### src/rtl/cim_pkg.sv
// Shared constants and FSM state types for the CIM result readout path.
package cim_pkg;

    localparam int NBANK  = 16;
    localparam int PSUM_W = 8;
    localparam int NBITS  = 8;
    localparam int ACC_W  = 16;
    localparam int BANK_W = $clog2(NBANK);
    localparam int CNT_W  = $clog2(NBITS + 1);

    localparam logic [BANK_W-1:0] LAST_BANK = BANK_W'(NBANK - 1);
    localparam logic [CNT_W-1:0]  LAST_BIT  = CNT_W'(NBITS - 1);

    typedef enum logic {
        IDLE = 1'b0,
        ACC  = 1'b1
    } acc_state_t;

    typedef enum logic {
        EMPTY = 1'b0,
        DRAIN = 1'b1
    } drain_state_t;

endpackage

### src/rtl/cim_bank_acc.sv
// One bank's MSB-first shift-accumulator; sum_nxt exposes the value the
// register would take on an accumulate so completion can bypass a cycle.
module cim_bank_acc #(
    parameter int PW = cim_pkg::PSUM_W,
    parameter int AW = cim_pkg::ACC_W
) (
    input  logic          clk_inv,
    input  logic          rst_n,
    input  logic          clr,
    input  logic          load,
    input  logic          accum,
    input  logic [PW-1:0] psum,
    output logic [AW-1:0] sum_nxt
);

    logic [AW-1:0] acc_r;
    logic [AW-1:0] psum_ext_s;

    assign psum_ext_s = {{(AW - PW){1'b0}}, psum};
    assign sum_nxt    = {acc_r[AW-2:0], 1'b0} + psum_ext_s;

    // Accumulator register: clear has priority over load, load over accumulate.
    always_ff @(posedge clk_inv or negedge rst_n) begin
        if (!rst_n) begin
            acc_r <= {AW{1'b0}};
        end else if (clr) begin
            acc_r <= {AW{1'b0}};
        end else if (load) begin
            acc_r <= psum_ext_s;
        end else if (accum) begin
            acc_r <= sum_nxt;
        end else begin
            acc_r <= acc_r;
        end
    end

endmodule

### src/rtl/cim_result_readout.sv
// Accumulates bit-serial per-bank partial sums from the CIM macro on clk_inv
// and streams the finished 16-bank result over a valid/ready handshake.
module cim_result_readout
    import cim_pkg::*;
(
    input  logic                      clk_inv,
    input  logic                      rst_n,
    input  logic                      mac_en_neg,
    input  logic [7:0]                col_mux_neg,
    input  logic [NBANK*PSUM_W-1:0]   psum,
    output logic                      res_valid,
    input  logic                      res_ready,
    output logic [ACC_W-1:0]          res_data,
    output logic [BANK_W-1:0]         res_bank,
    output logic [7:0]                res_col,
    output logic                      res_last,
    output logic                      busy,
    output logic                      ovf,
    input  logic                      ovf_clr
);

    acc_state_t         acc_state_r, acc_state_nxt_s;
    logic [CNT_W-1:0]   bit_cnt_r, bit_cnt_nxt_s;
    logic [7:0]         col_tag_r;
    logic               bank_clr_s, bank_load_s, bank_accum_s, mac_done_s;
    logic [ACC_W-1:0]   sum_nxt_s [NBANK];

    drain_state_t       drain_state_r, drain_state_nxt_s;
    logic               hs_s, last_hs_s;
    logic               buf_load_s, bank_adv_s, drain_end_s, ovf_set_s;
    logic [BANK_W-1:0]  bank_inc_s;
    logic [ACC_W-1:0]   buf_r [NBANK];

    logic               res_valid_r, res_last_r, ovf_r;
    logic [ACC_W-1:0]   res_data_r;
    logic [BANK_W-1:0]  res_bank_r;
    logic [7:0]         res_col_r;

    for (genvar g = 0; g < NBANK; g++) begin : g_bank
        cim_bank_acc #(
            .PW (PSUM_W),
            .AW (ACC_W)
        ) u_bank_acc (
            .clk_inv (clk_inv),
            .rst_n   (rst_n),
            .clr     (bank_clr_s),
            .load    (bank_load_s),
            .accum   (bank_accum_s),
            .psum    (psum[g*PSUM_W +: PSUM_W]),
            .sum_nxt (sum_nxt_s[g])
        );
    end

    // Accumulator FSM next state: start, accumulate, complete or abort.
    always_comb begin
        acc_state_nxt_s = acc_state_r;
        bit_cnt_nxt_s   = bit_cnt_r;
        bank_clr_s      = 1'b0;
        bank_load_s     = 1'b0;
        bank_accum_s    = 1'b0;
        mac_done_s      = 1'b0;
        case (acc_state_r)
            IDLE: begin
                if (!mac_en_neg) begin
                    acc_state_nxt_s = ACC;
                    bank_load_s     = 1'b1;
                    bit_cnt_nxt_s   = CNT_W'(1);
                end else begin
                    acc_state_nxt_s = IDLE;
                end
            end
            ACC: begin
                if (mac_en_neg) begin
                    acc_state_nxt_s = IDLE;
                    bank_clr_s      = 1'b1;
                    bit_cnt_nxt_s   = {CNT_W{1'b0}};
                end else if (bit_cnt_r == LAST_BIT) begin
                    // The final psum goes straight to the buffer via sum_nxt.
                    acc_state_nxt_s = IDLE;
                    mac_done_s      = 1'b1;
                    bank_clr_s      = 1'b1;
                    bit_cnt_nxt_s   = {CNT_W{1'b0}};
                end else begin
                    bank_accum_s    = 1'b1;
                    bit_cnt_nxt_s   = bit_cnt_r + CNT_W'(1);
                end
            end
            default: begin
                acc_state_nxt_s = IDLE;
                bank_clr_s      = 1'b1;
                bit_cnt_nxt_s   = {CNT_W{1'b0}};
            end
        endcase
    end

    // Accumulator FSM state, bit counter and column tag registers.
    always_ff @(posedge clk_inv or negedge rst_n) begin
        if (!rst_n) begin
            acc_state_r <= IDLE;
            bit_cnt_r   <= {CNT_W{1'b0}};
            col_tag_r   <= 8'h00;
        end else begin
            acc_state_r <= acc_state_nxt_s;
            bit_cnt_r   <= bit_cnt_nxt_s;
            if (bank_load_s) begin
                col_tag_r <= col_mux_neg;
            end else begin
                col_tag_r <= col_tag_r;
            end
        end
    end

    assign hs_s       = res_valid_r & res_ready;
    assign last_hs_s  = hs_s & (res_bank_r == LAST_BANK);
    assign bank_inc_s = res_bank_r + BANK_W'(1);

    // Drain FSM next state; a completion landing on the bank-15 handshake reloads.
    always_comb begin
        drain_state_nxt_s = drain_state_r;
        buf_load_s        = 1'b0;
        bank_adv_s        = 1'b0;
        drain_end_s       = 1'b0;
        ovf_set_s         = 1'b0;
        case (drain_state_r)
            EMPTY: begin
                if (mac_done_s) begin
                    drain_state_nxt_s = DRAIN;
                    buf_load_s        = 1'b1;
                end else begin
                    drain_state_nxt_s = EMPTY;
                end
            end
            DRAIN: begin
                if (last_hs_s) begin
                    if (mac_done_s) begin
                        buf_load_s        = 1'b1;
                    end else begin
                        drain_state_nxt_s = EMPTY;
                        drain_end_s       = 1'b1;
                    end
                end else begin
                    bank_adv_s = hs_s;
                    ovf_set_s  = mac_done_s;
                end
            end
            default: begin
                drain_state_nxt_s = EMPTY;
                drain_end_s       = 1'b1;
            end
        endcase
    end

    // Drain FSM state and sticky overflow; a new overflow beats ovf_clr.
    always_ff @(posedge clk_inv or negedge rst_n) begin
        if (!rst_n) begin
            drain_state_r <= EMPTY;
            ovf_r         <= 1'b0;
        end else begin
            drain_state_r <= drain_state_nxt_s;
            if (ovf_set_s) begin
                ovf_r <= 1'b1;
            end else if (ovf_clr) begin
                ovf_r <= 1'b0;
            end else begin
                ovf_r <= ovf_r;
            end
        end
    end

    // Result buffer and registered output word.
    always_ff @(posedge clk_inv or negedge rst_n) begin
        if (!rst_n) begin
            for (int k = 0; k < NBANK; k++) begin
                buf_r[k] <= {ACC_W{1'b0}};
            end
            res_valid_r <= 1'b0;
            res_data_r  <= {ACC_W{1'b0}};
            res_bank_r  <= {BANK_W{1'b0}};
            res_col_r   <= 8'h00;
            res_last_r  <= 1'b0;
        end else if (buf_load_s) begin
            for (int k = 0; k < NBANK; k++) begin
                buf_r[k] <= sum_nxt_s[k];
            end
            res_valid_r <= 1'b1;
            res_data_r  <= sum_nxt_s[0];
            res_bank_r  <= {BANK_W{1'b0}};
            res_col_r   <= col_tag_r;
            res_last_r  <= 1'b0;
        end else if (bank_adv_s) begin
            res_data_r  <= buf_r[bank_inc_s];
            res_bank_r  <= bank_inc_s;
            res_last_r  <= (bank_inc_s == LAST_BANK);
        end else if (drain_end_s) begin
            res_valid_r <= 1'b0;
            res_last_r  <= 1'b0;
        end else begin
            res_valid_r <= res_valid_r;
            res_last_r  <= res_last_r;
        end
    end

    assign res_valid = res_valid_r;
    assign res_data  = res_data_r;
    assign res_bank  = res_bank_r;
    assign res_col   = res_col_r;
    assign res_last  = res_last_r;
    assign busy      = (acc_state_r == ACC);
    assign ovf       = ovf_r;

endmodule

### config.mk
export PLATFORM = sky130hd
export DESIGN_NAME = cim_result_readout
export DESIGN_NICKNAME = d
export VERILOG_FILES = /design/src/rtl/cim_pkg.sv /design/src/rtl/cim_bank_acc.sv /design/src/rtl/cim_result_readout.sv
export SDC_FILE = /design/constraint.sdc
export NUM_CORES = 1
export LEC_CHECK = 0
export CAP_MARGIN = 15
export CORE_UTILIZATION = 60
export DETAILED_ROUTE_END_ITERATION = 10
export PLACE_DENSITY = 0.83
export SETUP_SLACK_MARGIN = 0.1
export SYNTH_ARGS = -nofsm -noshare
export SYNTH_HDL_FRONTEND = slang
export SYNTH_SLANG_ARGS = --single-unit
### constraint.sdc
create_clock -name clk_inv -period 4.5 [get_ports clk_inv]
set_clock_uncertainty 0.2 [all_clocks]
set_input_delay 0.675 -clock clk_inv [delete_from_list [all_inputs] [get_ports clk_inv]]
set_output_delay 0.675 -clock clk_inv [all_outputs]
set_load 0.02 [all_outputs]
==> results of run 1 <==
[per-stage QoR]
stage | hold slack, ps | instance area [µm²] | cells | setup slack [ps]
after global placement | 246.5 | 31220 | 3601 | 968.9
final | 270.4 | 33030 | 3702 | 1178
after detailed placement | 260.4 | 31220 | 3601 | 863.7
after CTS | 261.8 | 33030 | 3699 | 1192
after global routing | 286.3 | 33030 | 3702 | 1102
after floorplan | 179.4 | 28870 | 2928 | 1214
[worst max-delay path: stages, from the launching register on]
cell and delay [ps]:
dfrtp_1 460, ha_2 960, buf_4 320, buf_4 240, mux4_2 310, a2111oi_0 530
o41ai_1 140
[power by group through the flow]
stage / Combinational (µW) / Sequential [µW] / Clock, µW
2_1_floorplan: 1680 / 5480 / 0
3_3_place_gp: 2390 / 5530 / 0
3_5_place_dp: 2510 / 5560 / 0
4_1_cts: 2560 / 5470 / 4630
5_1_grt: 2830 / 5520 / 4820
6_report: 2600 / 5480 / 4590
[routing by layer]
metal	GRT usage, %	up-vias
met5	0	-
met1	44.97	11510
met2	49.30	1006
met4	19.29	0
met3	5.272	230
li1	-	10490
[area by class of cell]
cell class / count / area (µm²)
clock inverter: 13 / 117.6
tap: 615 / 769.5
fill: 3326 / 14610
inverter: 31 / 116.4
timing repair buffer: 217 / 2181
antenna: 3 / 7.507
clock buffer: 84 / 1678
sequential: 541 / 13550
multi-input combinational: 2198 / 14620
[path summary, 6_finish.rpt]
kind                                   start                       endpoint  cells past startpoint
worst min-delay path            col_tag_r[5]                     res_col[5]                      2
worst max-delay path             res_bank[1]                    res_data[3]                      6
worst min register to register  col_tag_r[5]                     res_col[5]                      2
min in group asynchronous              rst_n                     buf_r[174]                      2
max in group asynchronous              rst_n  g_bank[9].u_bank_acc.acc_r[3]                      3
worst max register to register   res_bank[1]                    res_data[3]                      6
[layout by cell type, fill, tap and decap left out, types with 78 or more instances in the layout]
master and instances:
ha_1 114, nor2_1 126, o21ai_0 394, nand2_1 618
a21oi_1 78, mux2i_1 131, clkdlybuf4s50_1 170, dfrtp_1 539
xor2_1 104, nand3_1 82, xnor2_1 105
[flip-flops by register name, summed over array words and instances (netlist names), 4 cells and up]
name,cells
res_data,16
col_tag_r,8
res_bank,4
buf_r,256
bit_cnt_r,4
g_bank.u_bank_acc.acc_r,240
res_col,8
[cells by family (layout without fill, tap and decap cells)]
logic type                 count (synthesis)  count (layout)
and+or+nand+nor                          967             967
muxes                                    211             211
DFF                                      541             541
xor gates and xnor gates                 210             210
buffers and inverters                    189             345
other                                      0               3
adders and majority gates                131             131
AOI/OAI and AO/OA                        679             679
[what timing repair did]
action / in CTS / in global routing
hold buffers: 1 / 0
endpoints found under the setup margin: 0 / 0
hold endpoints to repair: 6 / 0
==> run summary, run 1 <==
worst reg2reg setup slack: 1180 ps
Max-Slew Margin vs Limit: 22.92%
GPL Wtd Cong: 0.9221
fraction of layout cells with a size suffix above 1: 7.101%
first-pass GRT wire length: 126.2 mm
Peak supply drop: 341.6 µV
PostCTS Resize Cnt: 0
fin nets: 3316
Antenna Nets Post-Route: 0
PD cells: 383.8 nW/µm²
CTS H-tree lvls: 2
GRT overflow: 0
synth cell count leaders: nand2_1 (619), dfrtp_1 (541), o21ai_0 (394), mux2i_1 (131), nor2_1 (127)
Post-Route WL: 78.38 mm
TritonCTS clock tree: done
Gate power share: 20.5%
Syn Inst Count: 2928
Synth Area in XOR/XNOR: 6.370%
fin crit period: 3322 ps
Syn-to-layout area delta: 14.41%
clk root buf: clkbuf_16
Vias/cell: 6.277
post-synthesis mux area share: 10.39%
CTS clock-pin slew for the worst setup and hold paths: 60 ps
Port-buffer cells: 172
num rows: 80
crit end category: flip-flop
1st-pass router iterations: 5
core area: 47650 µm²
top_reg_cell synth: dfrtp_1
vias in the first global route: 23510
most frequent cell after synthesis: nand2_1
drt initial violations: 2244
Synth Register Bits: 541
RSZ-0062 raised after global routing: no
Worst Tran Pin Value: 1156 ps
routed via count: 23240
Worst-Skew Late Latency: 610 ps
Layout Utilization: 69.33%
Post-Synth Simple-Gate Area: 14.17%
Sw Ratio: 29.62%
GRT Util Overall: 32.65%
share of the synthesized area in the top cell type: 46.89%
Fin Setup TNS: 0 ps
Post-Synth Adder-Cell Area: 6.093%
routed wl met2: 35.37 mm
Die Width: 221.4 µm
DIE AREA: 49000 µm²
Post CTS Setup Buffer Count: 0
crit path max fanout: 20
I/O Pins: 173
die height: 221.4 µm
Flop pwr share: 43.2%
static leakage: 0.01493 µW
EDFF count, synth: 0
top cells by area, synth: dfrtp_1 (47%), nand2_1 (8.0%), o21ai_0 (6.8%), mux4_2 (5.1%), ha_1 (5.0%)
met3 routed WL: 5.630 mm
Top Metal Used: met4
switching pwr: 3755 µW
DRC errors left: 0
Avg Inst Size Synth: 9.861 µm²
clock share of power: 36.2%
initial core utilization: 60.60%
main combinational cell family by area after synthesis: simple AND/OR/NAND/NOR gates
worst min path class: reg -> reg
CP arrival: 3580 ps
largest net degree at the start of global routing: 295
final worst-path cycle share: 73.82%
max_cap viols: 0
Ys Warns: 0
largest area contributor in the netlist: dfrtp_1
synthesized cell area: 28870 µm²
syn nets: 3200
routed length per instance: 21.17 µm
P_int: 8924 µW
total clock sinks: 541
complex-gate fraction of the synthesized area: 13.38%
ys async rst share: 100.0%
Final Hold Fails: 0
synth unique cells: 55
Final Setup Violations: 0
HPWL Detailed: 53.56 mm
WP data required: 4750 ps
maximum clock rate: 0.3010 GHz
outcome: complete, no violations
max-slew violations: 0
initial antenna violation count: 3
total chip power: 12680 µW
CTS max path bufs: 3
register area share after synthesis: 46.89%
crit start category: flip-flop
CTS buffer count: 55
critical path class: reg -> reg
Post-Route M1 WL: 32.66 mm
Power figures use the tool's default switching activity.
==> run 2: changes to the inputs <==
--- a/config.mk
+++ b/config.mk
@@ -6,9 +6,9 @@
 export NUM_CORES = 1
 export LEC_CHECK = 0
 export CAP_MARGIN = 15
-export CORE_UTILIZATION = 60
+export CORE_UTILIZATION = 55
 export DETAILED_ROUTE_END_ITERATION = 10
-export PLACE_DENSITY = 0.83
+export PLACE_DENSITY = 0.81
 export SETUP_SLACK_MARGIN = 0.1
 export SYNTH_ARGS = -nofsm -noshare
 export SYNTH_HDL_FRONTEND = slang
==> constraint.sdc (replaced) <==
create_clock -name clk_inv -period 2.7 [get_ports clk_inv]
set_clock_uncertainty 0.2 [all_clocks]
set_input_delay 0.405 -clock clk_inv [delete_from_list [all_inputs] [get_ports clk_inv]]
set_output_delay 0.405 -clock clk_inv [all_outputs]
set_load 0.02 [all_outputs]
==> run summary, run 2 (synthesis gave the netlist of run 1 again) <==
hold_sp: psum[80]
GPL Wtd Cong: 0.9449
Top reg by flops: buf_r
RSZ-0062 raised after global routing: yes
num rows: 83
final worst-path cycle share: 95.51%
dpl cells: 3801
fin cells: 3926
WP data required: 2970 ps
routed via count: 24110
GRT overflow: 0
initial antenna violation count: 4
largest net degree at the start of global routing: 105
fin area: 34890 µm²
clk root buf: clkbuf_16
vias in the first global route: 24150
crit start category: flip-flop
worst min path class: in -> reg
1st-pass router iterations: 6
most frequent cells in the layout: nand2_1 (617), dfrtp_1 (539), o21ai_0 (391), clkdlybuf4s50_1 (169), buf_4 (159)
CTS H-tree lvls: 2
DIE AREA: 53420 µm²
WP buf/inv: 2
crit path max fanout: 11
Layout Utilization: 67.59%
fin nets: 3469
GRT Util Overall: 31.85%
family with the most delay on the worst path: compound AO/OA/AOI/OAI gates
CP arrival: 2850 ps
placed inst area: 32540 µm²
max-slew violations: 0
I/O Pins: 173
CTS buffer count: 56
HPWL Detailed: 58.21 mm
Post-Route WL: 84.68 mm
CTS max path bufs: 3
critical path class: reg -> reg
most common cell after layout, fill and taps aside: nand2_1
routed length per instance: 21.57 µm
Max stage delay on crit path: 540 ps
initial core utilization: 55.94%
CP max-delay cell: a2111oi_0
Peak supply drop: 515.5 µV
static leakage: 0.01590 µW
die height: 231.1 µm
CP Launch Point: res_bank[0]
TritonCTS clock tree: done
total clock sinks: 541
drt initial violations: 2707
Max-Slew Margin vs Limit: 44.30%
Syn-to-layout area delta: 20.83%
outcome: complete, no violations
CP Cell Sequence: inv_4 -> ha_4 -> buf_12 -> mux4_2 -> nor2b_1 -> a2111oi_0 -> o41ai_1
first-pass GRT wire length: 133.0 mm
max reg flops: 256
Antenna Nets Post-Route: 0
crit end category: flip-flop
Port-buffer cells: 172
maximum clock rate: 0.3878 GHz
number of fill cells in the layout: 3598
Vias/cell: 6.141
DRC errors left: 0
max_cap viols: 0
Die Width: 231.1 µm
Final Setup Violations: 0
core area: 51610 µm²
CTS clock-pin slew for the worst setup and hold paths: 60 ps
Worst-Skew Late Latency: 620 ps
Final Hold Fails: 0
Worst Tran Pin Value: 835.5 ps
total chip power: 22360 µW
Worst R2R Start: res_bank[0]
fraction of layout cells with a size suffix above 1: 12.68%
PD cells: 640.9 nW/µm²
fin crit period: 2579 ps
==> run 2: changes by cell type in the layout (fill, tap and decap cells not counted), sizes merged <==
cell	change
clkdlybuf4s50	-1
inv	+3
clkinvlp	+1
clkinv	+2
bufbuf	+1
buf	+151
dlygate4sd2	+1
diode	+1
clkbuf	-6
bufinv	+6
==> run 2: through the flow <==
step,TNS (ps),hold WS (ps),setup slack (ps)
after global routing,0,170.9,39.02
after CTS,0,122.1,90.94
after global placement,-35450,225.2,-314.9
after floorplan,-5.641,-90.59,-5.641
final,0,144.6,121.2
after detailed placement,-51880,232.5,-449.1
==> run 2: layout make-up <==
type	instances	area [µm²]	area share, %
inverters	31	118.9	0.3407
multi-input cells	2198	14760	42.31
clock inverters	25	345.3	0.9899
well taps	680	850.8	2.439
clock buffers	78	1605	4.602
diodes	4	10.01	0.02869
repair buffers	369	3650	10.46
flip-flops and latches	541	13550	38.83
==> run 2: worst paths after layout <==
check	end	slack, ps	cells after the start
worst max-delay path	res_data[3]	120	7
worst min-delay path	buf_r[80]	140	3
worst max register to register	res_data[3]	120	7
worst min register to register	res_col[5]	270	2
max in group asynchronous	buf_r[254]	1280	3
min in group asynchronous	g_bank[0].u_bank_acc.acc_r[0]	160	2
==> run 2: tightest hold or removal path, delay by kind of cell <==
kind                   cells  cell delay (ps)
buffers and inverters      1              420
AND/OR/NAND/NOR            2              100
==> run 2: routing by layer <==
layer / global-route usage, % / routed length, µm / vias up
met5: 0 / 0 / -
met4: 16.66 / 4409 / 0
met3: 4.417 / 6624 / 240
met2: 49.57 / 39280 / 1163
met1: 43.65 / 34360 / 11910
li1: - / - / 10800
==> run 2: where the power goes <==
part           internal (µW)  switching (µW)  total [µW]
Clock                   4910            3360        8270
Sequential              8660             471        9130
Combinational           2170            2790        4960
==> run 2: what timing repair did <==
item                       CTS  global route
setup endpoints to repair   66           258
hold endpoints to repair    48             0
cloned                       3             0
setup buffers                8             7
hold buffers                 1             0
gates resized for setup     10            42
pin swaps                    1            11
==> run 3: changes to the inputs <==
--- a/config.mk
+++ b/config.mk
@@ -5,10 +5,11 @@
 export SDC_FILE = /design/constraint.sdc
 export NUM_CORES = 1
 export LEC_CHECK = 0
+export ABC_AREA = 1
 export CAP_MARGIN = 15
-export CORE_UTILIZATION = 55
+export CORE_UTILIZATION = 60
 export DETAILED_ROUTE_END_ITERATION = 10
-export PLACE_DENSITY = 0.81
+export PLACE_DENSITY = 0.83
 export SETUP_SLACK_MARGIN = 0.1
 export SYNTH_ARGS = -nofsm -noshare
 export SYNTH_HDL_FRONTEND = slang
==> constraint.sdc (replaced) <==
create_clock -name clk_inv -period 2.65 [get_ports clk_inv]
set_clock_uncertainty 0.2 [all_clocks]
set_input_delay 0.3975 -clock clk_inv [delete_from_list [all_inputs] [get_ports clk_inv]]
set_output_delay 0.3975 -clock clk_inv [all_outputs]
set_load 0.02 [all_outputs]
==> run summary, run 3 <==
Worst-Skew Late Latency: 630 ps
Peak supply drop: 615.7 µV
Reg2Reg Depth: 10
Post-Synth Simple-Gate Area: 29.40%
initial core utilization: 60.69%
CP Cell Sequence: inv_2 -> ha_4 -> inv_1 -> buf_4 -> o21ai_0 -> o211ai_1 -> nand3_1 -> nand2_1 -> nand2_1 -> nand3_1
DRC errors left: 0
Syn-to-layout area delta: 16.88%
outcome: complete, no violations
largest area contributor in the netlist: dfrtp_1
Post-Synth Adder-Cell Area: 5.650%
CP max-delay cell: dfrtp_4
first-pass GRT wire length: 152.6 mm
RSZ-0062 raised after global routing: no
number of fill cells in the layout: 4036
EDFF count, synth: 0
Top reg by flops: buf_r
worst min path class: in -> async
Die Width: 229.8 µm
share of the synthesized area in the top cell type: 43.48%
Final WS setup: 157.3 ps
Worst R2R Start: res_bank[0]
switching pwr: 8677 µW
syn nets: 4421
CTS clock-pin slew for the worst setup and hold paths: 60 ps
most common cell after layout, fill and taps aside: nand2_1
Worst R2R End: res_data[4]
final worst-path cycle share: 94.06%
complex-gate fraction of the synthesized area: 11.67%
Synth Area in XOR/XNOR: 2.391%
Antenna Nets Post-Route: 0
ys async rst share: 100.0%
routed via count: 29580
HPWL Detailed: 66.46 mm
largest net degree at the start of global routing: 95
worst setup path end: res_data[4]
drt initial violations: 2960
Flop pwr share: 38.6%
met3 GRT Util: 6.684%
die height: 229.8 µm
CP Launch Point: res_bank[0]
Final Hold Fails: 0
vias in the first global route: 28910
max-slew violations: 0
clock share of power: 34.5%
max reg flops: 256
clk root buf: clkbuf_16
crit end category: flip-flop
synthesized cell area: 31130 µm²
CTS max path bufs: 3
critical path class: reg -> reg
most frequent cells in the layout: nand2_1 (1332), dfrtp_1 (539), nand3_1 (524), inv_1 (393), o21ai_0 (305)
worst reg2reg setup slack: 160 ps
crit start category: flip-flop
Ys Warns: 0
post-synthesis mux area share: 0%
initial antenna violation count: 4
DIE AREA: 52810 µm²
Gate power share: 26.8%
most frequent cell after synthesis: nand2_1
main combinational cell family by area after synthesis: simple AND/OR/NAND/NOR gates
Port-buffer cells: 172
top_reg_cell synth: dfrtp_1
Worst Tran Pin Value: 669.0 ps
synth cell count leaders: nand2_1 (1332), dfrtp_1 (541), nand3_1 (524), inv_1 (394), o21ai_0 (306)
Place WS: -202.3 ps
num rows: 83
GRT overflow: 0
core area: 51300 µm²
max_cap viols: 0
CTS H-tree lvls: 2
M2 GR Usage: 55.83%
CTS buffer count: 59
P_int: 17170 µW
fraction of layout cells with a size suffix above 1: 5.612%
Max-Slew Margin vs Limit: 54.93%
routed length per instance: 18.70 µm
fin nets: 4592
total clock sinks: 541
CP arrival: 2840 ps
fin crit period: 2493 ps
maximum clock rate: 0.4012 GHz
Post-Route WL: 94.41 mm
PD cells: 710.3 nW/µm²
Syn Inst Count: 4149
crit path max fanout: 10
top cells by area, synth: dfrtp_1 (43%), nand2_1 (16%), nand3_1 (8.4%), o21ai_0 (4.9%), inv_1 (4.8%)
Max stage delay on crit path: 540 ps
Layout Utilization: 70.94%
met1 usage: 48.79%
total chip power: 25850 µW
GPL Wtd Cong: 1.002
Fin Setup TNS: 0 ps
Final Setup Violations: 0
WP data required: 3000 ps
Avg Inst Size Synth: 7.504 µm²
register area share after synthesis: 43.48%
Synth Register Bits: 541
Sw Ratio: 33.57%
GRT Util Overall: 36.35%
static leakage: 0.01810 µW
1st-pass router iterations: 8
I/O Pins: 173
TritonCTS clock tree: done
Vias/cell: 5.858
synth unique cells: 39
most crowded layer after global routing: met2
==> run 3: cell count changes after synthesis, moves of 64 or more <==
cell and delta:
nand2_1 +713, nand3_1 +441, inv_1 +363, mux2i_1 -131
o211ai_1 +90, o21ai_0 -88, nor2_1 +84, buf_2 +66
mux4_2 -66, xnor2_1 -64
==> run 3: final cells by class <==
class	instances	area [µm²]	area share, %
multi-input combinational	3033	15350	42.18
clock inverter	26	396.6	1.090
antenna	3	7.507	0.02063
timing repair buffer	287	3050	8.382
inverter	398	1503	4.129
tap	680	850.8	2.338
clock buffer	81	1689	4.642
sequential	541	13540	37.22
==> run 3: how the worst min path moves through the flow <==
| stage | to | slack, ps | cells after the start |
|---|---|---|---|
| 5_1_grt | g_bank[4].u_bank_acc.acc_r[7] | 60 | 2 |
| 2_1_floorplan | bit_cnt_r[0] | -100 | 0 |
| 3_3_place_gp | buf_r[153] | 100 | 1 |
| 4_1_cts | buf_r[191] | 30 | 2 |
| 6_report | buf_r[181] | 40 | 2 |
| 3_5_place_dp | buf_r[181] | 100 | 1 |
==> run 3: layer usage <==
layer  up-vias  routed length, µm
li1      13960                  -
met1     13970              38560
met2      1381              42050
met3       263               8573
met4         0               5225
met5         -                  0
==> run 3: cell families (layout without fill, tap and decap cells) <==
family                     count (synthesis)  count (layout)
xor gates and xnor gates                  85              85
AOI/OAI and AO/OA                        632             632
other                                      0               3
DFF                                      541             541
buffers and inverters                    575             792
and+or+nand+nor                         2185            2185
adders and majority gates                131             131
==> run 3: power groups by stage <==
stage | combinational (µW) | clock (µW) | sequential (µW)
2_1_floorplan | 4540 | 0 | 9900
3_3_place_gp | 6590 | 0 | 10100
3_5_place_dp | 6740 | 0 | 10100
4_1_cts | 6830 | 8990 | 9960
5_1_grt | 7720 | 9300 | 10100
6_report | 6940 | 8930 | 9980
==> run 3: worst max-delay path, delay by kind of cell, from the launching register on <==
family,cells,cell delay [ps]
compound gates,2,590
fa+ha+maj,1,250
buf+inv,3,460
flops,1,540
simple gates,4,370
==> run 3: per-stage QoR <==
step | area (µm²) | hold slack, ps | std cells
2_1_floorplan | 31130 | -98.09 | 4149
3_5_place_dp | 34250 | 99.16 | 4936
6_report | 36390 | 37.83 | 5049
4_1_cts | 36340 | 28.92 | 5044
5_1_grt | 36390 | 58.98 | 5047
3_3_place_gp | 34250 | 100.5 | 4936
==> run 3: what timing repair did <==
action,4_1_cts,5_1_grt
hold buffers,1,0
buffers inserted,0,2
hold endpoints to repair,452,0
setup endpoints to repair,0,46
gates resized for setup,0,5
